$ cat src/rtl/rc4_decrypt_core.sv
`default_nettype none
// rc4_decrypt_core: RC4 S-box init, key schedule and PRGA decryption of a MSG_LEN-byte
// ROM ciphertext into result RAM, aborting on the first byte outside {space, a..z}.
module rc4_decrypt_core #(
  parameter int MSG_LEN = 32
) (
  input  logic        clk,
  input  logic        reset,
  input  logic        start,
  input  logic [23:0] sc_key,
  output logic [7:0]  s_addr,
  output logic [7:0]  s_wdata,
  output logic        s_we,
  input  logic [7:0]  s_rdata,
  output logic [7:0]  rom_addr,
  input  logic [7:0]  rom_rdata,
  output logic [7:0]  d_addr,
  output logic [7:0]  d_wdata,
  output logic        d_we,
  output logic        dc_done,
  output logic        dc_invalid,
  output logic        busy
);

  typedef enum logic [4:0] {
    IDLE, INIT,
    KSA_RD_I, KSA_WT_I, KSA_RD_J, KSA_WT_J, KSA_WR_I, KSA_WR_J,
    PR_INC, PR_RD_I, PR_WT_I, PR_RD_J, PR_WT_J, PR_WR_I, PR_WR_J,
    PR_RD_F, PR_WT_F, PR_XOR,
    DONE, INVALID
  } state_t;

  localparam logic [7:0] LAST_K = 8'(MSG_LEN - 1);

  state_t      state, state_n;
  logic [23:0] key, key_n;
  logic [7:0]  i, i_n, j, j_n, k, k_n, si, si_n, sj, sj_n;
  logic [1:0]  kidx, kidx_n, wcnt, wcnt_n;
  logic        p_ok, p_ok_n;
  logic [7:0]  s_addr_n, s_wdata_n, rom_addr_n, d_addr_n, d_wdata_n;
  logic        s_we_n, d_we_n, dc_done_n, dc_invalid_n, busy_n;
  logic [7:0]  key_byte, p;

  always_comb begin
    case (kidx)
      2'd0:    key_byte = key[23:16];
      2'd1:    key_byte = key[15:8];
      default: key_byte = key[7:0];
    endcase
  end

  assign p = s_rdata ^ rom_rdata;

  // Outputs are computed for the state being entered, so each registered
  // address/data/enable is on the bus during the state that names it.
  always_comb begin
    state_n    = state;
    key_n      = key;
    i_n        = i;
    j_n        = j;
    k_n        = k;
    si_n       = si;
    sj_n       = sj;
    kidx_n     = kidx;
    wcnt_n     = wcnt;
    p_ok_n     = p_ok;
    s_addr_n   = s_addr;
    s_wdata_n  = s_wdata;
    s_we_n     = 1'b0;
    rom_addr_n = rom_addr;
    d_addr_n   = d_addr;
    d_wdata_n  = d_wdata;
    d_we_n     = 1'b0;
    case (state)
      IDLE: if (start) begin
        key_n     = sc_key;
        i_n       = 8'd0;
        s_addr_n  = 8'd0;
        s_wdata_n = 8'd0;
        s_we_n    = 1'b1;
        state_n   = INIT;
      end
      INIT: if (i == 8'd255) begin
        i_n      = 8'd0;
        j_n      = 8'd0;
        kidx_n   = 2'd0;
        s_addr_n = 8'd0;
        state_n  = KSA_RD_I;
      end else begin
        i_n       = i + 8'd1;
        s_addr_n  = i + 8'd1;
        s_wdata_n = i + 8'd1;
        s_we_n    = 1'b1;
      end
      KSA_RD_I: state_n = KSA_WT_I;
      KSA_WT_I: begin
        si_n     = s_rdata;
        j_n      = j + s_rdata + key_byte;
        s_addr_n = j + s_rdata + key_byte;
        state_n  = KSA_RD_J;
      end
      KSA_RD_J: state_n = KSA_WT_J;
      KSA_WT_J, PR_WT_J: begin
        sj_n      = s_rdata;
        s_addr_n  = i;
        s_wdata_n = s_rdata;
        s_we_n    = 1'b1;
        state_n   = (state == KSA_WT_J) ? KSA_WR_I : PR_WR_I;
      end
      KSA_WR_I, PR_WR_I: begin
        s_addr_n  = j;
        s_wdata_n = si;
        s_we_n    = 1'b1;
        state_n   = (state == KSA_WR_I) ? KSA_WR_J : PR_WR_J;
      end
      KSA_WR_J: if (i == 8'd255) begin
        i_n     = 8'd0;
        j_n     = 8'd0;
        k_n     = 8'd0;
        state_n = PR_INC;
      end else begin
        i_n      = i + 8'd1;
        kidx_n   = (kidx == 2'd2) ? 2'd0 : kidx + 2'd1;
        s_addr_n = i + 8'd1;
        state_n  = KSA_RD_I;
      end
      PR_INC: begin
        i_n      = i + 8'd1;
        s_addr_n = i + 8'd1;
        state_n  = PR_RD_I;
      end
      PR_RD_I: state_n = PR_WT_I;
      PR_WT_I: begin
        si_n     = s_rdata;
        j_n      = j + s_rdata;
        s_addr_n = j + s_rdata;
        state_n  = PR_RD_J;
      end
      PR_RD_J: state_n = PR_WT_J;
      PR_WR_J: begin
        s_addr_n   = si + sj;
        rom_addr_n = k;
        state_n    = PR_RD_F;
      end
      PR_RD_F: begin
        wcnt_n  = 2'd0;
        state_n = PR_WT_F;
      end
      // Held three cycles so the byte period is the 12 cycles the key cycler expects.
      PR_WT_F: if (wcnt == 2'd2) begin
        p_ok_n    = (p == 8'h20) || (p >= 8'h61 && p <= 8'h7A);
        d_addr_n  = k;
        d_wdata_n = p;
        d_we_n    = (p == 8'h20) || (p >= 8'h61 && p <= 8'h7A);
        state_n   = PR_XOR;
      end else begin
        wcnt_n = wcnt + 2'd1;
      end
      PR_XOR: if (!p_ok) begin
        state_n = INVALID;
      end else if (k == LAST_K) begin
        state_n = DONE;
      end else begin
        k_n     = k + 8'd1;
        state_n = PR_INC;
      end
      DONE:    state_n = DONE;
      INVALID: state_n = INVALID;
      default: state_n = IDLE;
    endcase
    dc_done_n    = (state_n == DONE);
    dc_invalid_n = (state_n == INVALID);
    busy_n       = !(state_n == IDLE || state_n == DONE || state_n == INVALID);
  end

  always_ff @(posedge clk or posedge reset) begin
    if (reset) begin
      state      <= IDLE;
      key        <= 24'd0;
      i          <= 8'd0;
      j          <= 8'd0;
      k          <= 8'd0;
      si         <= 8'd0;
      sj         <= 8'd0;
      kidx       <= 2'd0;
      wcnt       <= 2'd0;
      p_ok       <= 1'b0;
      s_addr     <= 8'd0;
      s_wdata    <= 8'd0;
      s_we       <= 1'b0;
      rom_addr   <= 8'd0;
      d_addr     <= 8'd0;
      d_wdata    <= 8'd0;
      d_we       <= 1'b0;
      dc_done    <= 1'b0;
      dc_invalid <= 1'b0;
      busy       <= 1'b0;
    end else begin
      state      <= state_n;
      key        <= key_n;
      i          <= i_n;
      j          <= j_n;
      k          <= k_n;
      si         <= si_n;
      sj         <= sj_n;
      kidx       <= kidx_n;
      wcnt       <= wcnt_n;
      p_ok       <= p_ok_n;
      s_addr     <= s_addr_n;
      s_wdata    <= s_wdata_n;
      s_we       <= s_we_n;
      rom_addr   <= rom_addr_n;
      d_addr     <= d_addr_n;
      d_wdata    <= d_wdata_n;
      d_we       <= d_we_n;
      dc_done    <= dc_done_n;
      dc_invalid <= dc_invalid_n;
      busy       <= busy_n;
    end
  end

endmodule
`default_nettype wire

$ cat config.mk
export PLATFORM = sky130hd
export DESIGN_NAME = rc4_decrypt_core
export DESIGN_NICKNAME = d
export VERILOG_FILES = /design/src/rtl/rc4_decrypt_core.sv
export SDC_FILE = /design/constraint.sdc
export NUM_CORES = 1
export LEC_CHECK = 0
export ABC_AREA = 0
export CAP_MARGIN = 20
export CORE_ASPECT_RATIO = 2
export CORE_MARGIN = 2
export CORE_UTILIZATION = 56
export DETAILED_ROUTE_END_ITERATION = 8
export HOLD_SLACK_MARGIN = 0.02
export PLACE_DENSITY = 0.84
export REMOVE_ABC_BUFFERS = 1
export SLEW_MARGIN = 20
export SYNTH_ARGS = -nofsm -noshare
export SYNTH_HDL_FRONTEND = slang
export SYNTH_SLANG_ARGS = --single-unit
$ cat constraint.sdc
create_clock -name clk -period 4.7 [get_ports clk]
set_input_delay 0.94 -clock clk [delete_from_list [all_inputs] [get_ports clk]]
set_output_delay 0.94 -clock clk [all_outputs]
set_load 0.01 [all_outputs]
### Yosys cells after proc, flatten, opt, wreduce, memory -nomap -nowiden

Index checks and enable logic that the tools add are counted.

| storage, ports and cells | value |
|---|---|
| output and inout bits | 45 |
| bits in registers | 119 |
| input port bits | 43 |

| operators by class | value |
|---|---|
| bitwise logic cells | 1 |
| reduce and logical (&&, ||, !) cells | 29 |
| $add $sub $neg | 7 |
| muxes and demuxes | 32 |
| magnitude comparators | 2 |
| equality and inequality tests | 36 |

Operators with widths:

| kind | count |
|---|---|
| $pmux W5 S18 | 1 |
| $pmux W8 S9 | 1 |
| $mux W8 | 6 |
| $pmux W8 S3 | 2 |
| $eq A5 B4 Y1 const B | 8 |
| $pmux W8 S2 | 2 |
| $pmux W8 S4 | 1 |
| $eq A5 B5 Y1 const B | 6 |
| $mux W5 | 5 |
| $add A8 B8 Y8 | 3 |
| $eq A5 B3 Y1 const B | 4 |
| $add A8 B1 Y8 const B | 2 |
| $ne A2 B2 Y1 const B | 8 |
| $mux W4 | 3 |
| $eq A5 B2 Y1 const B | 2 |
| $logic_not A5 Y1 | 2 |
| $reduce_and A2 Y1 | 5 |
| $reduce_and A3 Y1 | 3 |
| $reduce_bool A9 Y1 | 1 |
| $eq A8 B5 Y1 const B | 1 |
| $eq A8 B6 Y1 const B | 1 |
| $eq A8 B8 Y1 const B | 1 |
| $ge A8 B7 Y1 const B | 1 |
| $le A8 B7 Y1 const B | 1 |
| 20 further kinds | 37 |

### Logic depth before layout (Yosys ltp)

| logic depth | value |
|---|---|
| word-level depth | 8 |
| depth in mapped cells | 14 |
| depth with buffers taken out | 14 |

### Least setup slack after synthesis

OpenSTA, ideal clock, no wires.

| path | value |
|---|---|
| path kind | input port to flip-flop |
| start | in s_rdata[0] |
| end | reg j[7] |
| data required time | 4.629 ns |
| slack | 1.270 ns |
| setup time | 0.071 ns |
| stages | 14 |
| arrival time | 3.359 ns |
| path through | ha_1 > inv_1 > fa_1 > nor2b_1 > nor3_1 > a2bb2oi_1 > ha_1 > nand3_1 > o2111ai_1 > a21o_1 > a21oi_1 > xnor2_1 > or3_1 > nand4_1 |

| between the ends | value |
|---|---|
| word-level cells in the longest chain between the ends | 3 |

RTL lines:

| item | line | source |
|---|---|---|
| start, declared | 14 | `input logic [7:0] s_rdata,` |
| $add A8 B8 Y8 (*) | 98, 135 |  |
| $add A8 B8 Y8 | 98 | `j_n = j + s_rdata + key_byte;` |
| $pmux W8 S3 (*) | 74 | `case (state)` |
| end signal, assigned | 202 | `j <= j_n;` |
| end, declared | 37 | `logic [7:0] i, i_n, j, j_n, k, k_n, si, si_n, sj, sj_n;` |

Mark *: on every way between the ends. The rest lies on a longest branch, timed or not.
A chain may end at the register's enable or synchronous reset.

### Worst setup path after layout

Ends and elaborated chain as after synthesis.

==> qor.yml <==
status:
  status: "finished, final reports clean"
critical_path:
  critPathMaxFanout: 5
  r2r_cells: 14
  critPathKind: "in -> reg"
  r2r_end: "j[7]$_DFFE_PP0P_"
  cp.required_ps: 5050
  critPathLaunchType: "input port"
  arrival_ps: 4340
  rrSetupSlack_ps: 1470
  crit_path_end_kind: "register"
  crit_start: "s_rdata[0]"
  r2r_start: "j[0]$_DFFE_PP0P_"
  endpoint: "j[7]$_DFFE_PP0P_"
timing:
  slew_headroom_pct: 28.86
  holdWs_ps: 476.5
  setup_tns_ps: 0
  rsz0062_at_grt: "false"
  finalSetupViolCount: 0
  slew_viol_final: 0
  max_freq_mhz: 250.6
  tightest_slew_ps: 1060
  skew_ps: 10.50
  final.min_clock_period_ps: 3990
  period_share_pct: 84.90
  hold_viol_final: 0
synthesis:
  synth-main-ff-cell: "dfrtp_1"
  synth_top_family_by_area: "simple AND/OR/NAND/NOR gates"
  synth.area.mux_share_pct: 5.636
  synth_compound_area_share_pct: 15.14
  synthXorXnorAreaFrac_pct: 5.331
  synth_seq_cells: 119
  synth_fa_ha_area_share_pct: 5.484
  synth_cells: 711
  ys_seq_area_share_pct: 45.32
  async_flop_share_pct: 100.0
  synth_edf_count: 0
  syn_avg_cell_area_um2: 9.242
  yosysUniqueCellTypes: 62
  synth-simple-area-share_pct: 19.33
  yosys_warnings: 0
  netlist_area_um2: 6571
cts:
  numCtsBuffers: 17
  numClockSinks: 119
  postCtsSetupRepairBufs: 0
  clk_pin_slew_worst_paths_ps: 50
  clockBufferDepth: 2
  cts_tree: "yes"
  htreeDepth: 4
  post_cts_resized: 0
  clock_latency_ps: 420
  cts-root-buf: "clkbuf_16"
  postCtsHoldBufs: 0
final_layout:
  layout_commonest_cell: "nand2_1"
  synthToLayoutAreaGrowth_pct: 23.10
  drive_above_1_share_pct: 8.989
  diodes: 0
  final_cell_mix: "nand2_1 (163), dfrtp_1 (119), clkdlybuf4s50_1 (87)"
  finalNetCount: 859
  final_cells: 946
  post-route-util_pct: 69.97
power_and_ir_drop:
  power_leakage_nw: 3.646
  powerDensity_nw_per_um2: 302.5
  peakVddDrop_mv: 0.2802
detailed_routing:
  drtIter0Drc: 705
  first_pass_iters: 7
  routed_wl_um: 16750
  drc_errors: 0
  avgViaCountPerCell: 5.990
  vias: 5667
  drt.antenna.violating_nets: 0
  wl_per_cell_um: 17.71
floorplan:
  std_cell_rows: 56
  die_y_um: 157.2
  coreArea_um2: 11560
  num_io_pins: 88
  fp.dieArea_um2: 12670
  initial_utilization_pct: 56.84
  dieWidth_um: 80.60
job:
  maxCapViolations: 0
global_routing:
  grt_start_max_net_pins: 68
  grt_use_total_pct: 28.27
  grt-ovfl-total: 0
  grt_pass1_wl_um: 27510
  grt_pass1_vias: 5750
  antenna_found_initial: 0
place:
  dp_cells: 915
  hpwl_um: 11810
  gp_congestion: 0.9297
  port_buffers: 87
hold_path:
  hp-class: "reg -> reg"
## worst max-delay path, stage by stage
cell and delay, ps:
clkdlybuf4s50_1 580, ha_1 240, inv_1 70, fa_1 410
nor2b_1 190, o21ai_0 120, a2bb2oi_1 210, ha_1 330
nand3_1 110, o2111ai_1 160, a21o_1 210, a21oi_1 180
xnor2_1 120, or3_1 380, nand4_1 100
## cell usage after synthesis (4+ instances only)
cell      number  area share (%)
nand2_1      163             9.3
dfrtp_1      119              45
o21ai_0       50             3.8
nor2_1        44             2.5
a21oi_1       28             2.1
xnor2_1       26             3.5
ha_1          24             4.6
mux2_2        24             4.1
inv_1         23             1.3
clkbuf_1      18             1.0
xor2_1        14             1.9
nand3_1       13            0.99
nor3_1        12            0.91
mux2i_1       10             1.5
buf_2          9            0.69
nor2b_1        9            0.86
a21o_1         8            0.91
a211oi_1       7            0.80
a222oi_1       7             1.1
a22oi_1        7            0.80
nand2b_1       7            0.67
nand4_1        7            0.67
o211ai_1       6            0.69
a221oi_1       5            0.67
a22o_1         5            0.67
a31oi_1        5            0.48
o21a_1         4            0.46
## how the worst min path moves through the flow
| stage | from | end | slack [ps] | depth (start not counted) |
|---|---|---|---|---|
| floorplan | key[16]$_DFFE_PP0P_ | key[16]$_DFFE_PP0P_ | 440 | 2 |
| detailed placement | key[20]$_DFFE_PP0P_ | key[20]$_DFFE_PP0P_ | 460 | 2 |
| global route | key[11]$_DFFE_PP0P_ | key[11]$_DFFE_PP0P_ | 500 | 2 |
| global placement | key[22]$_DFFE_PP0P_ | key[22]$_DFFE_PP0P_ | 460 | 2 |
| finish | rom_addr[7]$_DFFE_PP0P_ | rom_addr[7]$_DFFE_PP0P_ | 480 | 2 |
| CTS | key[20]$_DFFE_PP0P_ | key[20]$_DFFE_PP0P_ | 480 | 2 |
## report_power, final
part / total, mW / internal, mW / leakage, nW / switching, mW
Combinational: 0.158 / 0.0749 / 1.90 / 0.0834
Sequential: 1.04 / 1.03 / 1.47 / 0.00546
Clock: 1.25 / 0.799 / 0.279 / 0.452
## logic make-up after synthesis
group | Yosys count
and+or+nand+nor | 282
AOI/OAI and AO/OA | 152
DFF | 119
buffers and inverters | 57
xor gates and xnor gates | 40
muxes | 34
adders and majority gates | 27
## flip-flops by register name (all words and copies together) (netlist names)
| signal | count |
|---|---|
| key | 24 |
| d_addr | 8 |
| d_wdata | 8 |
| i | 8 |
| j | 8 |
| k | 8 |
| rom_addr | 8 |
| s_addr | 8 |
| s_wdata | 8 |
| si | 8 |
| sj | 8 |
| state | 5 |
| kidx | 2 |
| wcnt | 2 |
| busy | 1 |
| d_we | 1 |
| dc_done | 1 |
| dc_invalid | 1 |
| p_ok | 1 |
| s_we | 1 |
## cell type report
class | instances | area (um2)
clock buffers | 22 | 464.2
clock inverters | 9 | 101.3
fillers | 884 | 3472
inverters | 24 | 92.59
multi-input cells | 535 | 3351
flip-flops and latches | 119 | 2978
well taps | 145 | 181.4
repair buffers | 92 | 920.9
## per-stage QoR
step                cell area (um2)  total power [mW]  setup slack [ps]
global placement               7518             1.205             466.3
CTS                            8084             2.461             761.7
detailed placement             7518             1.211             326.6
floorplan                      6414             1.141             602.5
finish                         8089             2.447             709.8
global route                   8089             2.521             483.9
## layer usage
layer  routed length, um  part of all wire, %  GRT usage [%]
met4                 635                  3.8          13.64
met3                1072                  6.4          6.995
met5                   0                    0              0
met2                8501                   51          46.55
met1                6542                   39          34.27
No activity file was read; power rests on OpenSTA's default activity.
